### config.mk
export PLATFORM = sky130hd
export DESIGN_NAME = if_id_skid_flat
export DESIGN_NICKNAME = d
export VERILOG_FILES = /design/src/rtl/if_id_skid_if.sv /design/src/rtl/if_id_skid.sv /design/src/flat_wrapper.sv
export SDC_FILE = /design/constraint.sdc
export NUM_CORES = 1
export LEC_CHECK = 0
export ABC_AREA = 0
export CAP_MARGIN = 20
export CORE_MARGIN = 2
export CORE_UTILIZATION = 30
export CTS_BUF_LIST = sky130_fd_sc_hd__clkbuf_4 sky130_fd_sc_hd__clkbuf_8
export DETAILED_ROUTE_END_ITERATION = 8
export GPL_TIMING_DRIVEN = 0
export SLEW_MARGIN = 0
export SYNTH_ARGS = -nofsm -noshare
export SYNTH_HDL_FRONTEND = slang
export SYNTH_SLANG_ARGS = --single-unit
### constraint.sdc
create_clock -name clk -period 4.54 [get_ports clk]
set_input_delay 0.908 -clock clk [delete_from_list [all_inputs] [get_ports clk]]
set_output_delay 0.908 -clock clk [all_outputs]
set_load 0.1 [all_outputs]
### src/rtl/if_id_skid_if.sv
// Fetch-to-decode handshake bundle for the IF/ID skid buffer.
// master = fetch/decode side, slave = the buffer itself.
interface if_id_skid_if;
  logic        in_valid;
  logic        in_ready;
  logic [31:0] in_instr;
  logic [31:0] in_pc;
  logic        flush;
  logic        out_valid;
  logic        out_ready;
  logic [31:0] out_instr;
  logic [31:0] out_pc4;
  logic [5:0]  out_opcode;
  logic [15:0] out_imm16;
  logic [1:0]  out_count;

  modport master (
    output in_valid,
    output in_instr,
    output in_pc,
    output flush,
    output out_ready,
    input  in_ready,
    input  out_valid,
    input  out_instr,
    input  out_pc4,
    input  out_opcode,
    input  out_imm16,
    input  out_count
  );

  modport slave (
    input  in_valid,
    input  in_instr,
    input  in_pc,
    input  flush,
    input  out_ready,
    output in_ready,
    output out_valid,
    output out_instr,
    output out_pc4,
    output out_opcode,
    output out_imm16,
    output out_count
  );
endinterface

### src/rtl/if_id_skid.sv
// IF/ID skid buffer: 2-entry in-order FIFO of {instr, pc+4}.
// Slot 0 is always the head; outputs read zero when empty.
module if_id_skid (
  input  logic         clk,
  input  logic         reset_n,
  if_id_skid_if.slave  bus
);

  logic [31:0] r_instr [2];
  logic [31:0] r_pc4   [2];
  logic [1:0]  r_count;

  logic        w_in_ready;
  logic        w_out_valid;
  logic        w_push;
  logic        w_pop;
  logic        w_slot;
  logic [31:0] w_head_instr;
  logic [31:0] w_head_pc4;

  assign w_in_ready  = (r_count < 2'd2) & reset_n;
  assign w_out_valid = (r_count != 2'd0);
  assign w_push      = bus.in_valid & w_in_ready & ~bus.flush;
  assign w_pop       = w_out_valid & bus.out_ready & ~bus.flush;

  // A simultaneous pop shifts slot 1 down, so the new entry lands one lower.
  assign w_slot = r_count[0] & ~w_pop;

  always_ff @(posedge clk or negedge reset_n) begin
    if (!reset_n) begin
      r_count    <= 2'd0;
      r_instr[0] <= '0;
      r_instr[1] <= '0;
      r_pc4[0]   <= '0;
      r_pc4[1]   <= '0;
    end else if (bus.flush) begin
      r_count <= 2'd0;
    end else begin
      if (w_pop) begin
        r_instr[0] <= r_instr[1];
        r_pc4[0]   <= r_pc4[1];
      end
      if (w_push) begin
        r_instr[w_slot] <= bus.in_instr;
        r_pc4[w_slot]   <= bus.in_pc + 32'd4;
      end
      r_count <= r_count + {1'b0, w_push} - {1'b0, w_pop};
    end
  end

  // Gate on valid so stale slot contents never leak out.
  assign w_head_instr = w_out_valid ? r_instr[0] : '0;
  assign w_head_pc4   = w_out_valid ? r_pc4[0]   : '0;

  assign bus.in_ready   = w_in_ready;
  assign bus.out_valid  = w_out_valid;
  assign bus.out_instr  = w_head_instr;
  assign bus.out_pc4    = w_head_pc4;
  assign bus.out_opcode = w_head_instr[31:26];
  assign bus.out_imm16  = w_head_instr[15:0];
  assign bus.out_count  = r_count;

endmodule

### src/flat_wrapper.sv
// flat-port wrapper written by rule: the top's interface ports become plain ports
module if_id_skid_flat 
  (clk, reset_n, bus_in_valid, bus_in_instr, bus_in_pc, bus_flush, bus_out_ready, bus_in_ready, bus_out_valid, bus_out_instr, bus_out_pc4, bus_out_opcode, bus_out_imm16, bus_out_count);
  if_id_skid_if bus_i ();
  input  logic clk;
  input  logic reset_n;
  input wire logic [$bits(bus_i.in_valid)-1:0] bus_in_valid;
  input wire logic [$bits(bus_i.in_instr)-1:0] bus_in_instr;
  input wire logic [$bits(bus_i.in_pc)-1:0] bus_in_pc;
  input wire logic [$bits(bus_i.flush)-1:0] bus_flush;
  input wire logic [$bits(bus_i.out_ready)-1:0] bus_out_ready;
  output wire logic [$bits(bus_i.in_ready)-1:0] bus_in_ready;
  output wire logic [$bits(bus_i.out_valid)-1:0] bus_out_valid;
  output wire logic [$bits(bus_i.out_instr)-1:0] bus_out_instr;
  output wire logic [$bits(bus_i.out_pc4)-1:0] bus_out_pc4;
  output wire logic [$bits(bus_i.out_opcode)-1:0] bus_out_opcode;
  output wire logic [$bits(bus_i.out_imm16)-1:0] bus_out_imm16;
  output wire logic [$bits(bus_i.out_count)-1:0] bus_out_count;
  assign bus_i.in_valid = bus_in_valid;
  assign bus_i.in_instr = bus_in_instr;
  assign bus_i.in_pc = bus_in_pc;
  assign bus_i.flush = bus_flush;
  assign bus_i.out_ready = bus_out_ready;
  assign bus_in_ready = bus_i.in_ready;
  assign bus_out_valid = bus_i.out_valid;
  assign bus_out_instr = bus_i.out_instr;
  assign bus_out_pc4 = bus_i.out_pc4;
  assign bus_out_opcode = bus_i.out_opcode;
  assign bus_out_imm16 = bus_i.out_imm16;
  assign bus_out_count = bus_i.out_count;
  if_id_skid u_core (.clk(clk), .reset_n(reset_n), .bus(bus_i));
endmodule
======== Yosys cells after proc, flatten, opt, wreduce, memory -nomap -nowiden ========
Index checks and enable logic that the tools add are counted.
storage, ports and cells
  bits in registers ....................... 130
  input bits .............................. 69
  output and inout bits ................... 90
  logic and storage cells ................. 36
operators by class
  add/subtract/negate cells ............... 3
  magnitude comparators ................... 3
  muxes and demuxes ....................... 13
  bitwise gates (word level) .............. 9
  reduce and logical (&&, ||, !) cells .... 3
operator list
  cell                   count
  $mux 32                7
  $bwmux 64              2
  $mux 64                2
  $add 32x3->32 const B  1
  $demux 32 s1           1
  $and 1x1->1            6
  $add 2x1->2            1
  $ge 2x2->1 const B     1
  $lt 2x1->1 const B     1
  $lt 2x2->1 const B     1
  $mux 2                 1
  $not 1->1              2
  $not 1->2              1
  $reduce_and 2->1       1
  $reduce_bool 2->1      1
  $sub 2x1->2            1
  $logic_and 1x1->1      1

======== Depth between registers and ports, before layout ========
  word-level depth ........................ 12
  mapped depth ............................ 10
  depth with buffers taken out ............ 9

======== Worst setup path before layout ========
OpenSTA, ideal clock, no wires.
  path kind ............................... reg2out
  start point ............................. register u_core.r_count[1] (netlist: u_core.bus.out_count[1])
  end point ............................... output port bus_out_opcode[0]
  arrival ................................. 3,512 ps
  data required time ...................... 3,632 ps
  path slack .............................. 120 ps
  cell stages (with the launch flop) ...... 5
  buffers on the path ..................... 2
  path through ............................ dfrtp_1 or2_2 clkbuf_1 and2_1 buf_4
on the way
  longest elaborated chain between the ends .. 2
RTL lines
  what                    line                source
  from (decl)             if_id_skid.sv:11    logic [1:0] r_count;
  from (signal assigned)  if_id_skid.sv:47    r_count <= r_count + {1'b0, w_push} - {1'b0, w_pop};
  $reduce_bool 2->1       if_id_skid.sv:22    assign w_out_valid = (r_count != 2'd0);
  net bus_out_valid       flat_wrapper.sv:13  output wire logic [$bits(bus_i.out_valid)-1:0] bus_out_valid;
  $mux 32                 if_id_skid.sv:52    assign w_head_instr = w_out_valid ? r_instr[0] : '0;
  to (decl)               flat_wrapper.sv:16  output wire logic [$bits(bus_i.out_opcode)-1:0] bus_out_opcode;
The timed path passes the listed nets, and every way through them passes these cells.

======== Worst setup path in the final report ========
  start point ............................. register u_core.r_count[1] (netlist: u_core.bus.out_count[1])
  end point ............................... output port bus_out_imm16[0]
on the way
  longest elaborated chain between the ends .. 2
RTL lines
  what               line                source
  $reduce_bool 2->1  if_id_skid.sv:22
  $mux 32            if_id_skid.sv:52
  to (decl)          flat_wrapper.sv:17  output wire logic [$bits(bus_i.out_imm16)-1:0] bus_out_imm16;
Every way passes these cells.

==> metrics <==
outcome finished clean; Gate power share between 30 and 40%; final instance area around 9000 sq um; Net Sw Power roughly 0.0018 W; starting density of the core a little under a third; DP HPWL about 13000 um; Die ar. between 20000 and 25000 sq um; FMAX roughly 230 MHz; Static Leak 3.86 nW; register area share after synthesis 49.5%; P per Cell Area roughly 520 nW/um^2; layout net count 880; Post-CTS Hold Fix Bufs 0; RSZ-0062 raised after global routing no; Pint 0.00289 W; Site Rows 54; Period minus WS final roughly 4.3 ns; startpoint types flop; reg2reg setup slack about 2.1 ns; GRT overflow 0; DIE HEIGHT 152 um; DR iter-0 viols approximately 200; post-CTS setup buffer count 0; drt wl/cell 15.8 um; footprint of the multi-input gates 2970 sq um; WP data required ~3.6 ns; Core Area approximately 22000 sq um; Area growth syn-to-layout 37.2%; worst r2r dst u_core.r_pc4[59]; initial antenna violation count 0; Clk pwr share 24.7%; relative slew slack a little under a third; Post-Syn Instances about 630; switching portion of total power between 30 and 40%; vias in the first global route 5045; via/cell ratio roughly 4.7; Ys Warns 0; Yosys reg bits 130; worst skew pair latency roughly 0.44 ns; critical path arrival around 3.4 ns; final count of pins violating max slew 0; H-Tree Depth 4; DP Area 8530 sq um; Hold Vio Cnt, Final 0; Reg2Reg Depth 8; mapped cell area 6570 sq um; Synth Flop Type dfrtp_1; Die X approximately 150 um; Post-Route WL approximately 17000 um; final period utilization a little over nine tenths; final setup vio count 0; Crit Path Max Fanout 10; crit path capture bus_out_imm16[0]; async set-reset flop share out of synthesis 100%; # fillers approximately 2.1k; Buffers on Ports between 150 and 200; Worst Clk Skew about 0.0095 ns; Routability Congestion 0.781; first-pass GRT wire length 27500 um; Slew @ Worst Pin roughly 1.0 ns; Post-synth EDFFs 0; CTS tree built; post-detailed-route DRC marker count 0; Synthesized Nets approximately 700; Worst Setup SP u_core.bus.out_count[1]; remaining antenna violation count 0; sequential cell area ~3300 sq um; CP endpoint kind output pin; total track usage approximately 15%; clock buffer count from CTS 17; Reg2Reg Launch Point u_core.bus.out_count[1]; most frequent cells in the layout clkdlybuf4s50_1, dfrtp_1, nand2_1; Crit Path Category flop to output pin; number of library cell types mapped by synthesis 39; drt pass-1 iters 4; Clock Path Buffers 2; Via Count ~5k; Hold WC Path Type input port to async pin; CTS clk-pin slew, worst paths approximately 0.080 ns; Flop pwr share 38.5%; Mapped Avg Cell Area 10.5 sq um; VDD IR-drop max around 0.25 mV; most common cell after layout, fill and taps aside clkdlybuf4s50_1; MaxCap Viol Count 0; I/O pin count between 150 and 200; share of layout cells above drive strength 1 between 10% and 20%; ANT cells 0; largest net degree at the start of global routing 89; Core Util, Final a little over two fifths; CTS Root Cell clkbuf_8; Sink Count 130
==> power groups by stage <==
stage	Clock (W)	Sequential (W)	Combinational, W
floorplan	0	0.00177	0.00134
global placement	0	0.00183	0.00172
detailed placement	0	0.00184	0.00175
CTS	0.00119	0.00182	0.00176
global route	0.00125	0.00187	0.00186
finish	0.00117	0.00182	0.00174
==> metrics by stage <==
step / setup slack (ns) / setup TNS (ns) / cells / total power, W / hold slack (ns)
after floorplan: 0.120 / 0 / 629 / 0.00312 / 0.444
after global placement: -3.82 / -839.11 / 1067 / 0.00356 / 0.460
after detailed placement: 0.493 / 0 / 1068 / 0.00359 / 0.468
after CTS: 0.0302 / 0 / 1100 / 0.00477 / 0.374
after global routing: 0.00371 / 0 / 1100 / 0.00498 / 0.373
final: 0.208 / 0 / 1100 / 0.00472 / 0.375
==> worst min path at each step <==
stage | startpoint | end | slack [ns] | cells past startpoint
after global placement | flop | flop | 0.46 | 2
after global routing | reset_n | u_core.r_instr[49] | 0.37 | 1
after detailed placement | flop | flop | 0.47 | 2
final | reset_n | u_core.r_instr[49] | 0.38 | 1
after CTS | reset_n | u_core.r_instr[49] | 0.37 | 1
after floorplan | flop | flop | 0.44 | 2
==> worst max-delay path: stages, from the launching register on <==
cell and delay (ns):
dfrtp_1 0.44, or2_2 0.15, clkbuf_1 0.59, clkbuf_1 0.39, and2_1 0.25, clkdlybuf4s50_1 1.15
==> timing repair <==
item / in CTS / in global routing
gates cloned: 0 / 0
endpoints found under the hold margin: 0 / 0
resized for setup: 1 / 6
endpoints found under the setup margin: 1 / 6
==> kinds of logic (layout without fill, tap and decap cells) <==
kind of cell,after synthesis,in the layout,synth area share (%)
compound gates,103,103,8.30
xor+xnor,30,30,4.00
fa+ha+maj,4,4,0.761
buf+inv,61,252,5.27
flops,130,130,49.5
mux,92,92,15.0
simple gates,209,209,17.2
==> per-layer routing <==
layer | GRT usage, % | vias up | routed length, um
met1 | 21.2 | 2489 | 8450
met4 | 4.18 | 0 | 233
met5 | 0 | - | 0
li1 | - | 2495 | -
met2 | 23.2 | 148 | 7870
met3 | 3.76 | 15 | 826
==> cells in the mapped netlist (9+ instances only) <==
cell type	n	area share [%]
dfrtp_1	130	49
nand2_1	88	5.0
and2_1	64	6.1
o21ai_0	56	4.3
mux2_2	41	7.0
mux2i_1	41	6.2
buf_4	27	3.1
o21ai_1	22	1.7
clkbuf_1	16	0.91
xnor2_1	15	2.0
xor2_1	15	2.0
buf_2	13	0.99
mux2_1	10	1.7
nand3_1	10	0.76
nor2_1	10	0.57
o22ai_1	10	0.95
a21oi_1	9	0.69
==> cell type report <==
| class | instances | area share (%) |
|---|---|---|
| Multi-Input combinational cell | 438 | 33.0 |
| Timing Repair Buffer | 159 | 18.0 |
| Tap cell | 280 | 3.88 |
| Clock inverter | 12 | 2.27 |
| Sequential cell | 130 | 36.1 |
| Buffer | 56 | 3.63 |
| Inverter | 5 | 0.208 |
| Clock buffer | 20 | 2.98 |
Power figures use the tool's default switching activity.
